===== src/rtl/adc_sample_sequencer_if.sv =====
// ADC conversion handshake bundle: request/reset toward the converter, ready/data back.
interface adc_sample_sequencer_if #(
    parameter int DATA_W = 8
);
    logic              req;
    logic              adc_rst;
    logic              rdy;
    logic [DATA_W-1:0] dat;

    modport master (output req, output adc_rst, input rdy, input dat);
    modport slave  (input req, input adc_rst, output rdy, output dat);
endinterface


===== src/rtl/adc_sample_sequencer.sv =====
// Paces ADC conversions at a programmable tick rate, timestamps each sample,
// recovers a stuck converter through its reset line and flags dropped ticks.
module adc_sample_sequencer #(
    parameter int DATA_W  = 8,
    parameter int DIV_W   = 16,
    parameter int TS_W    = 32,
    parameter int TIMEOUT = 64,
    parameter int RST_LEN = 4
) (
    input  logic                   clk,
    input  logic                   reset,
    input  logic                   i_start,
    input  logic                   i_stop,
    input  logic [DIV_W-1:0]       i_period,
    input  logic                   i_clear_err,
    adc_sample_sequencer_if.master adc,
    output logic [DATA_W-1:0]      o_smp_dat,
    output logic [TS_W-1:0]        o_smp_ts,
    output logic                   o_smp_valid,
    output logic                   o_busy,
    output logic                   o_timeout_err,
    output logic                   o_overrun
);
    localparam logic [2:0] S_IDLE      = 3'd0;
    localparam logic [2:0] S_REQ       = 3'd1;
    localparam logic [2:0] S_RELEASE   = 3'd2;
    localparam logic [2:0] S_WAIT_TICK = 3'd3;
    localparam logic [2:0] S_RECOVER   = 3'd4;

    localparam int TO_W = $clog2(TIMEOUT + 1);
    localparam int RL_W = $clog2(RST_LEN + 1);

    logic [2:0]        r_state;
    logic [DIV_W-1:0]  r_period;
    logic [DIV_W-1:0]  r_tick_cnt;
    logic [TO_W-1:0]   r_to_cnt;
    logic [RL_W-1:0]   r_rst_cnt;
    logic [TS_W-1:0]   r_ts;
    logic [TS_W-1:0]   r_launch_ts;
    logic              r_stop_seen;
    logic              r_req;
    logic              r_adc_rst;
    logic [DATA_W-1:0] r_smp_dat;
    logic [TS_W-1:0]   r_smp_ts;
    logic              r_smp_valid;
    logic              r_busy;
    logic              r_timeout_err;
    logic              r_overrun;

    logic [2:0]        w_next;
    logic              w_tick;
    logic              w_stop;
    logic              w_launch;
    logic              w_capture;
    logic              w_to_set;
    logic              w_ovr_set;

    // Next-state decode; a stop request never interrupts a handshake in flight.
    always_comb begin
        w_next    = r_state;
        w_launch  = 1'b0;
        w_capture = 1'b0;
        w_to_set  = 1'b0;
        w_tick    = (r_tick_cnt == (r_period - DIV_W'(1)));
        w_stop    = r_stop_seen | i_stop;
        case (r_state)
            S_IDLE: begin
                if (i_start) begin
                    w_next   = S_REQ;
                    w_launch = 1'b1;
                end else begin
                    w_next = S_IDLE;
                end
            end
            S_REQ: begin
                if (adc.rdy) begin
                    w_next    = S_RELEASE;
                    w_capture = 1'b1;
                end else if (r_to_cnt == TO_W'(TIMEOUT - 1)) begin
                    w_next = S_RECOVER;
                end else begin
                    w_next = S_REQ;
                end
            end
            S_RELEASE: begin
                if (!adc.rdy) begin
                    w_next = w_stop ? S_IDLE : S_WAIT_TICK;
                end else begin
                    w_next = S_RELEASE;
                end
            end
            S_WAIT_TICK: begin
                if (w_stop) begin
                    w_next = S_IDLE;
                end else if (w_tick) begin
                    w_next   = S_REQ;
                    w_launch = 1'b1;
                end else begin
                    w_next = S_WAIT_TICK;
                end
            end
            S_RECOVER: begin
                if (r_rst_cnt == RL_W'(RST_LEN - 1)) begin
                    w_next   = w_stop ? S_IDLE : S_WAIT_TICK;
                    w_to_set = 1'b1;
                end else begin
                    w_next = S_RECOVER;
                end
            end
            default: begin
                w_next = S_IDLE;
            end
        endcase
        w_ovr_set = w_tick & ((r_state == S_REQ) | (r_state == S_RELEASE) | (r_state == S_RECOVER));
    end

    // State, counters and registered outputs; reset overrides every state.
    always_ff @(posedge clk) begin
        if (!reset) begin
            r_state       <= S_IDLE;
            r_period      <= DIV_W'(1);
            r_tick_cnt    <= '0;
            r_to_cnt      <= '0;
            r_rst_cnt     <= '0;
            r_ts          <= '0;
            r_launch_ts   <= '0;
            r_stop_seen   <= 1'b0;
            r_req         <= 1'b0;
            r_adc_rst     <= 1'b0;
            r_smp_dat     <= '0;
            r_smp_ts      <= '0;
            r_smp_valid   <= 1'b0;
            r_busy        <= 1'b0;
            r_timeout_err <= 1'b0;
            r_overrun     <= 1'b0;
        end else begin
            r_ts        <= r_ts + TS_W'(1);
            r_state     <= w_next;
            r_req       <= (w_next == S_REQ);
            r_adc_rst   <= (w_next == S_RECOVER);
            r_busy      <= (w_next != S_IDLE);
            r_smp_valid <= w_capture;
            r_to_cnt    <= (r_state == S_REQ) ? (r_to_cnt + TO_W'(1)) : '0;
            r_rst_cnt   <= (r_state == S_RECOVER) ? (r_rst_cnt + RL_W'(1)) : '0;
            if (w_capture) begin
                r_smp_dat <= adc.dat;
                r_smp_ts  <= r_launch_ts;
            end
            if (w_launch) begin
                r_launch_ts <= r_ts;
            end
            // The tick phase is anchored to the start edge so req spacing equals the period.
            if (r_state == S_IDLE) begin
                r_tick_cnt <= '0;
                if (i_start) begin
                    r_period <= (i_period == '0) ? DIV_W'(1) : i_period;
                end
            end else begin
                r_tick_cnt <= w_tick ? '0 : (r_tick_cnt + DIV_W'(1));
            end
            if (w_next == S_IDLE) begin
                r_stop_seen <= 1'b0;
            end else if (i_stop) begin
                r_stop_seen <= 1'b1;
            end
            if (w_to_set) begin
                r_timeout_err <= 1'b1;
            end else if (i_clear_err) begin
                r_timeout_err <= 1'b0;
            end
            if (w_ovr_set) begin
                r_overrun <= 1'b1;
            end else if (i_clear_err) begin
                r_overrun <= 1'b0;
            end
        end
    end

    assign adc.req       = r_req;
    assign adc.adc_rst   = r_adc_rst;
    assign o_smp_dat     = r_smp_dat;
    assign o_smp_ts      = r_smp_ts;
    assign o_smp_valid   = r_smp_valid;
    assign o_busy        = r_busy;
    assign o_timeout_err = r_timeout_err;
    assign o_overrun     = r_overrun;
endmodule


===== src/flat_wrapper.sv =====
// flat-port wrapper written by rule: the top's interface ports become plain ports
module adc_sample_sequencer_flat 
#(
    parameter int DATA_W  = 8,
    parameter int DIV_W   = 16,
    parameter int TS_W    = 32,
    parameter int TIMEOUT = 64,
    parameter int RST_LEN = 4
)
  (clk, reset, i_start, i_stop, i_period, i_clear_err, o_smp_dat, o_smp_ts, o_smp_valid, o_busy, o_timeout_err, o_overrun, adc_req, adc_adc_rst, adc_rdy, adc_dat);
  adc_sample_sequencer_if #(.DATA_W(DATA_W)) adc_i ();
  input  logic clk;
  input  logic reset;
  input  logic i_start;
  input  logic i_stop;
  input  logic [DIV_W-1:0] i_period;
  input  logic i_clear_err;
  output logic [DATA_W-1:0] o_smp_dat;
  output logic [TS_W-1:0] o_smp_ts;
  output logic o_smp_valid;
  output logic o_busy;
  output logic o_timeout_err;
  output logic o_overrun;
  output wire logic [$bits(adc_i.req)-1:0] adc_req;
  output wire logic [$bits(adc_i.adc_rst)-1:0] adc_adc_rst;
  input wire logic [$bits(adc_i.rdy)-1:0] adc_rdy;
  input wire logic [$bits(adc_i.dat)-1:0] adc_dat;
  assign adc_req = adc_i.req;
  assign adc_adc_rst = adc_i.adc_rst;
  assign adc_i.rdy = adc_rdy;
  assign adc_i.dat = adc_dat;
  adc_sample_sequencer #(.DATA_W(DATA_W), .DIV_W(DIV_W), .TS_W(TS_W), .TIMEOUT(TIMEOUT), .RST_LEN(RST_LEN)) u_core (.clk(clk), .reset(reset), .i_start(i_start), .i_stop(i_stop), .i_period(i_period), .i_clear_err(i_clear_err), .adc(adc_i), .o_smp_dat(o_smp_dat), .o_smp_ts(o_smp_ts), .o_smp_valid(o_smp_valid), .o_busy(o_busy), .o_timeout_err(o_timeout_err), .o_overrun(o_overrun));
endmodule

===== config.mk =====
export PLATFORM = sky130hd
export DESIGN_NAME = adc_sample_sequencer_flat
export DESIGN_NICKNAME = d
export VERILOG_FILES = /design/src/rtl/adc_sample_sequencer_if.sv /design/src/rtl/adc_sample_sequencer.sv /design/src/flat_wrapper.sv
export SDC_FILE = /design/constraint.sdc
export NUM_CORES = 1
export LEC_CHECK = 0
export CAP_MARGIN = 5
export CORE_MARGIN = 5
export CORE_UTILIZATION = 40
export CTS_BUF_LIST = sky130_fd_sc_hd__clkbuf_2
export DETAILED_ROUTE_END_ITERATION = 12
export HOLD_SLACK_MARGIN = 0.03
export PLACE_DENSITY = 0.56
export SLEW_MARGIN = 20
export SYNTH_ARGS = -nofsm -noshare
export SYNTH_HDL_FRONTEND = slang
export SYNTH_SLANG_ARGS = --single-unit

===== constraint.sdc =====
create_clock -name clk -period 6.57 [get_ports clk]
set_input_delay 1.314 -clock clk [delete_from_list [all_inputs] [get_ports clk]]
set_output_delay 1.314 -clock clk [all_outputs]
set_load 0.005 [all_outputs]

==> summary by stage, run 1 <==
Routing
The total number of vias is 5,304. For this block, the initial DRC count from the detailed router was 299. The total iterations of the first detailed-routing run is 5.

The final routed wirelength across all metal layers is 14,100 um. After detailed routing, the number of remaining DRC violations is 0. The number of vias per cell is 4.94. Dividing the detail-routed wire length by the instance count gives 13.1 um.

The count of nets left with antenna violations after detail routing is 0.

Clock network
The clock net sink count is 156. The number of clock buffers inserted by TritonCTS is 17. The number of H-tree branching levels is 4. After clock tree synthesis, the flow added hold-fix buffers numbering 0. The number of buffers inserted to repair setup after CTS is 0.

The clock slew seen by the registers of the worst setup and hold paths is 210 ps. The clock network latency to the later pin of the worst-skew pair is 730 ps. TritonCTS built the clock tree. The number of gates resized after cts is 0. The root buffer cell is sky130_fd_sc_hd__clkbuf_2.

The maximum number of buffers from clock root to sink is 2.

Power and ir drop
The maximum vdd ir drop is 0.0886 mV. Dividing total power by cell area gives a power density of 228 nW/um2. The static leakage power is 0.00269 uW.

Finish
Once layout is complete, the utilization of the core stands at 47.9%. Across the whole layout, storage elements account for 3120 um2. The multi-input combinational cells in the finished layout cover a total of 3280 um2.

The net count reported at finish is 878. The fraction of final layout cells with drive strength greater than 1 is 6.80%. The synthesis-to-finish area growth is 17.2%. The finished layout holds 1,074 standard cells, fillers aside.

The filler cell count is 1,647.

Floorplanning
Once the floorplan was initialized, standard cells occupied 40.8% of the core. The floorplan has 47 rows. The floorplan step defined a die boundary enclosing 19,600 um2.

The die outline height is 140 um. The width of the chip is 140 um. The total area inside the core boundary comes to 16,600 um2.

The total I/O pin count is 76.

Timing
Setup repair after global routing left no endpoint under its margin. The total negative slack for setup checks is 0 ps. The transition at the pin with the smallest max-transition slack is 1030 ps. The worst clock skew on the final layout is 28.4 ps.

The final worst hold slack is 452 ps. The post-layout minimum cycle time is 3100 ps. Measured against its own limit, the worst slew margin works out to 31.0%. The final count of hold timing violations is 0.

Setup violations remaining at the end of the flow were counted as 0. The setup slack of the critical path after layout is 3470 ps. Based on the critical path, the design can be clocked at up to 323 MHz.

The count of pins over their slew limit is 0. The final clock period utilization by the worst path is 47.1%.

Placement
At the end of routability-driven placement, the weighted congestion stood at 0.919. Before CTS, the worst setup slack after placement is 2790 ps. Once detailed placement completed, the half-perimeter wirelength came to 9800 um. During placement, the flow inserted port buffers numbering 75. The number of placed instances, taps included, is 1,043.

Yosys
The area share of the leading cell type in the synthesized netlist is 46.1%. For this run, the leading register cell type out of synthesis is sky130_fd_sc_hd__dfxtp_1. In the synthesized netlist the async set-or-reset flop fraction comes to 0%. The count of mapped cells out of synthesis is 784. The distinct cell type count of the synthesized netlist is 52. The post-synthesis instance area is 6770 um2. After synthesis, the cell types taking the most area are sky130_fd_sc_hd__dfxtp_1 (46%), sky130_fd_sc_hd__nand2_1 (9.3%), sky130_fd_sc_hd__a21boi_0 (7.0%). The dominant cell type by area after synthesis is sky130_fd_sc_hd__dfxtp_1. A synthesized cell averages 8.64 um2. The synthesized design contains 0 enable-type register cells.

The share of the yosys chip area belonging to registers is 46.1%. Synthesis produced a netlist with a net count of 820. Counting flops and latches in the post-synthesis netlist gives 156. For this run, the number of Yosys warnings is 0.

Critical path
The number of buffers and inverters on the critical path is 1. The type of the setup path with the least slack is flop to flop. STA classifies the critical path startpoint as a flop. The data arrival at the endpoint of the critical path is 3690 ps. Among cell families on the critical path, the largest total delay comes from compound AO/OA/AOI/OAI gates. STA classifies the critical path endpoint as a flop. The maximum net fanout on the critical path is 32.

The delay of the slowest cell on the worst path is 890 ps. The worst path required time is 7160 ps. For flop-to-flop paths, the worst setup slack is 3470 ps.

The signal on the critical path passes through inv_1 > ha_1 > or4b_4 > nor3_1 > xnor2_1 > o211a_1 > o211ai_2 > o211ai_4 > o22ai_1. For this design, the slowest cell found on the critical path is sky130_fd_sc_hd__o211ai_4.

Global route
Entering global routing, the biggest net connects 132 pins. The via count of the first global-routing pass is 5,147. The number of antenna violations at the first check in global routing is 1. The global-route wire length before repair is 24,100 um. The total global routing overflow is 0. The global-route usage over all layers is 14.7%.

Flow run
The max-capacitance violation count is 0.

Hold path
The path class of the tightest hold or removal check is flop to flop.

Run status
The run finished with clean final reports.
## where the power goes
part           internal, uW  total, uW  leakage [uW]  switching, uW
Combinational          73.3        174       0.00126            100
Sequential              965        987       0.00126           21.3
Clock                   320        651      0.000174            331
Total                  1360       1810       0.00269            453
## synth_stat cells (all sizes together) (9+ instances only)
master and number:
nor3 11, and2 29, o22ai 32, a21boi 63, and3 10, nand2 167, nand3 25, nor2 47
o21ai 15, dfxtp 156, xor2 25, clkbuf 31, nand4 12, xnor2 35, or3 9, inv 47
## state kept, by name, indices dropped and copies added, names as in the netlist, 3 cells and up
name / flops
u_core.o_smp_dat: 8
u_core.o_smp_ts: 32
u_core.r_launch_ts: 32
u_core.r_period: 16
u_core.r_rst_cnt: 3
u_core.r_state: 3
u_core.r_tick_cnt: 16
u_core.r_to_cnt: 7
u_core.r_ts: 32
## cell type report
type / instances / share of cell area (%)
Timing Repair Buffer: 78 / 9.76
Inverter: 47 / 2.22
Tap cell: 220 / 3.47
Clock inverter: 13 / 2.81
Sequential cell: 156 / 39.4
Multi-Input combinational cell: 542 / 41.3
Clock buffer: 17 / 1.07
Antenna cell: 1 / 0.0315
## layout by cell type (no fill, tap or decap), types with 3 or more instances in the layout
master	instances
sky130_fd_sc_hd__nor3_1	11
sky130_fd_sc_hd__clkinv_2	3
sky130_fd_sc_hd__clkbuf_2	17
sky130_fd_sc_hd__and3_1	10
sky130_fd_sc_hd__nor2_1	46
sky130_fd_sc_hd__clkdlybuf4s50_1	74
sky130_fd_sc_hd__nand4_1	12
sky130_fd_sc_hd__inv_1	47
sky130_fd_sc_hd__bufinv_16	6
sky130_fd_sc_hd__nand2b_1	3
sky130_fd_sc_hd__o22ai_2	10
sky130_fd_sc_hd__xor2_1	25
sky130_fd_sc_hd__o21ai_0	14
sky130_fd_sc_hd__dfxtp_1	156
sky130_fd_sc_hd__ha_1	6
sky130_fd_sc_hd__xnor2_1	35
sky130_fd_sc_hd__o22ai_1	22
sky130_fd_sc_hd__and4_1	4
sky130_fd_sc_hd__nor4_1	4
sky130_fd_sc_hd__nor3b_1	4
sky130_fd_sc_hd__a21boi_0	63
sky130_fd_sc_hd__a211oi_1	4
sky130_fd_sc_hd__or3_1	9
sky130_fd_sc_hd__buf_4	3
sky130_fd_sc_hd__nand2_1	167
sky130_fd_sc_hd__a41oi_1	3
sky130_fd_sc_hd__a21oi_1	7
sky130_fd_sc_hd__and2_1	29
sky130_fd_sc_hd__nand3_1	25
## per-stage QoR
stage	area, um2	power (uW)
final	7940	1810
after global routing	7940	1900
after CTS	7930	1830
after detailed placement	7620	1180
after global placement	7620	1170
after floorplan	6770	1120
## logic make-up (layout without fill, tap and decap cells)
group / after synthesis / after routing / synth area share [%]
simple gates: 336 / 336 / 23.6
flops: 156 / 156 / 46.1
compound gates: 138 / 138 / 15.6
buf+inv: 86 / 155 / 5.54
xor+xnor: 60 / 60 / 7.76
fa+ha+maj: 6 / 6 / 1.11
mux: 2 / 2 / 0.333
other cells: 0 / 1 / 0
## path summary, 6_finish.rpt
path | depth (start not counted) | to | start
worst min-delay path | 1 | u_core.r_rst_cnt[0] | u_core.r_rst_cnt[0]
worst max register to register | 9 | u_core.r_launch_ts[22] | u_core.r_period[0]
worst max-delay path | 9 | u_core.r_launch_ts[22] | u_core.r_period[0]
worst min register to register | 1 | u_core.r_rst_cnt[0] | u_core.r_rst_cnt[0]
## layer usage
| metal | vias up | global-route usage (%) | share of wire (%) |
|---|---|---|---|
| li1 | 2736 | - | - |
| met1 | 2448 | 17.2 | 45 |
| met2 | 96 | 25.3 | 48 |
| met3 | 24 | 4.19 | 3.8 |
| met4 | 0 | 5.81 | 2.8 |
| met5 | - | 0 | 0 |
(Power assumes the default switching activity.)
==> run 2: changes to the inputs <==
--- a/config.mk
+++ b/config.mk
@@ -11,7 +11,7 @@
 export CTS_BUF_LIST = sky130_fd_sc_hd__clkbuf_2
 export DETAILED_ROUTE_END_ITERATION = 12
 export HOLD_SLACK_MARGIN = 0.03
-export PLACE_DENSITY = 0.56
+export PLACE_DENSITY = 0.58
 export SLEW_MARGIN = 20
 export SYNTH_ARGS = -nofsm -noshare
 export SYNTH_HDL_FRONTEND = slang
==> constraint.sdc (replaced) <==
create_clock -name clk -period 2.8 [get_ports clk]
set_input_delay 0.56 -clock clk [delete_from_list [all_inputs] [get_ports clk]]
set_output_delay 0.56 -clock clk [all_outputs]
set_load 0.005 [all_outputs]
==> run 2 against run 1 <==
  * Flip-flop and latch count unchanged
  * Clock skew fell by 7.8 ps
  * Sequential share of layout area fell by 0.78 points
==> summary by stage, run 2 (synthesized netlist as in run 1, its figures left out) <==
Run status
The flow ran to the end, and the final reports show no timing, DRC or antenna violations.

Routing
In the routed layout, each cell is associated on average with a via count of 4.91. The total number of vias is 5,347. The pre-antenna-repair detailed-routing pass consisted of 4 iterations. In the final routed layout, each cell accounts on average for 13.5 um. The routed design has 14,700 um of wire. Once detail routing completed, the nets flagged for antenna violations numbered 0. For this run, design rule violations remaining after detail routing come to 0. For this block, the initial DRC count from the detailed router was 238.

Clock network
For the worst-skew pair, the clock arrives at the later sink with an insertion delay of 700 ps. The clock slew seen by the registers of the worst setup and hold paths is 200 ps. The clock passes through at most 2 buffers. In this run the number of H-tree levels came out at 4. TritonCTS built the clock tree. The tree is rooted in a sky130_fd_sc_hd__clkbuf_2. Clock tree synthesis found a total of 156 sinks. The post-cts hold buffer count is 0. Counting the buffers created by CTS gives 17.

Critical path
By startpoint and endpoint, the worst setup path is classified as flop to flop. Measured in cells, the most critical reg-to-reg path has a length of 10. The worst path required time is 3390 ps.

The critical path startpoint is u_core.r_period[0]. The worst setup path endpoint is u_core.r_launch_ts[20]. The capturing element type of the critical path is a flop. The maximum net fanout on the critical path is 8.

In this run the critical register-to-register path is launched from u_core.r_period[0]. The critical path startpoint category is a flop. The worst reg-to-reg setup slack is 150 ps. Data on the critical path arrives at its endpoint at 3240 ps.

The capturing point of the worst reg2reg path is u_core.r_launch_ts[20].

Floorplanning
The initial standard-cell utilization of the core is 40.8%. The floorplan step set the die width to 140 um. The region available for standard cell placement spans 16,600 um2. For this design the top-level I/O count stands at 76.

Measured along the y axis, the die boundary spans 140 um. The die covers 19,600 um2. The number of placement rows is 47.

Timing
The final count of hold timing violations is 0. Setup violations remaining at the end of the flow were counted as 0. The worst path meets setup with 151 ps of slack. The worst clock skew on the final layout is 20.6 ps.

Setup repair after global routing left no endpoint under its margin. The highest attainable clock frequency is 378 MHz. The count of pins over their slew limit came to 0. The smallest clock period supported by the final layout is computed as 2650 ps.

The max-slew headroom at the worst pin is 67.4%. The total negative slack for setup checks is 0 ps. After layout, the worst path uses 94.6% of the clock period. At the pin with the least slew margin, the transition time is 487 ps.

Finish
The filler cell count is 1,614. The final cell count without fillers is 1,089. The net count reported at finish is 892. In the layout the commonest cells are sky130_fd_sc_hd__nand2_1 (167), sky130_fd_sc_hd__dfxtp_1 (156), sky130_fd_sc_hd__clkdlybuf4s50_1 (74). The synthesis-to-finish area growth is 19.6%. The fraction of final layout cells with drive strength greater than 1 is 8.64%. Leaving out fill and tap cells, the most frequent cell in the layout is sky130_fd_sc_hd__nand2_1.

Hold path
The tightest min-delay check is of the input pin to flop type.

Placement
The congestion estimate from routability-driven global placement came to 0.852. Buffers placed on the I/O ports in this run total 75. The HPWL reported at the end of detailed placement is 10,300 um. Once placement completed, the tool counted placed cells totaling 1,053. The setup slack after placement is 39.2 ps.

Flow run
The tool flagged a number of max-cap violations equal to 0.

Global route
Entering global routing, the biggest net connects 108 pins. In the global route stage, overall resource usage came out at 15.0%. The global-route wire length before repair is 24,700 um. Summed over all layers, the global routing overflow is 0. The via count of the first global-routing pass is 5,331. The number of antenna violations at the first check in global routing was 1.

Power and ir drop
The maximum vdd ir drop is 0.227 mV. The analysis attributes to cell leakage a power of 0.00277 uW. The power per standard cell area is 507 nW/um2.
==> run 2: worst max-delay path, stage by stage, from the launching register on <==
cell,delay (ps)
sky130_fd_sc_hd__dfxtp_1,390
sky130_fd_sc_hd__inv_1,70
sky130_fd_sc_hd__ha_1,210
sky130_fd_sc_hd__or4b_4,530
sky130_fd_sc_hd__a2111oi_2,310
sky130_fd_sc_hd__nor3_1,140
sky130_fd_sc_hd__nand4bb_4,270
sky130_fd_sc_hd__o211ai_4,230
sky130_fd_sc_hd__buf_12,150
sky130_fd_sc_hd__clkbuf_16,160
sky130_fd_sc_hd__o22ai_1,80
==> run 2: how the worst min path moves through the flow <==
stage,from,end,slack [ps],cells after the start
after floorplan,u_core.r_rst_cnt[0],u_core.r_rst_cnt[0],400,1
after global placement,u_core.r_rst_cnt[0],u_core.r_rst_cnt[0],410,1
after detailed placement,u_core.r_rst_cnt[0],u_core.r_rst_cnt[0],420,1
after CTS,reset,u_core.r_period[0],90,2
after global routing,reset,u_core.r_period[0],100,2
final,reset,u_core.r_period[0],180,2
==> run 2: layout make-up <==
class,instances,area [um2],area share [%]
sequential,156,3120,38.6
clock buffer,17,85.1,1.05
timing repair buffer,92,952,11.8
multi-input combinational,542,3310,40.8
tap,220,275,3.40
inverter,47,176,2.18
clock inverter,14,178,2.19
antenna,1,2.50,0.0309
==> run 2: through the flow <==
stage	cell area [um2]	hold WS, ps	util (%)	power (uW)
after global placement	7720	407	46.6	2770
final	8100	183	48.8	4100
after CTS	7990	93.4	48.2	4130
after floorplan	6770	399	-	2640
after detailed placement	7720	422	46.6	2780
after global routing	8100	101	48.8	4310
==> run 2: layer usage <==
layer	vias up	global-route usage, %	part of all wire (%)
met3	13	3.75	3.2
met4	0	5.10	1.3
met2	75	26.6	51
li1	2759	-	-
met1	2500	17.8	45
met5	-	0	0
==> run 2: power by group <==
| group | total [uW] | internal [uW] | switching (uW) | leakage (uW) |
|---|---|---|---|---|
| Combinational | 456 | 207 | 249 | 0.00136 |
| Clock | 1330 | 568 | 766 | 0.000148 |
| Sequential | 2310 | 2260 | 48.1 | 0.00126 |
| Total | 4100 | 3040 | 1060 | 0.00277 |
==> run 2: timing repair <==
item,in CTS,in global routing
setup buffers,0,1
pin swaps,0,1
resized for setup,1,5
endpoints found under the setup margin,1,31
gates cloned,0,3
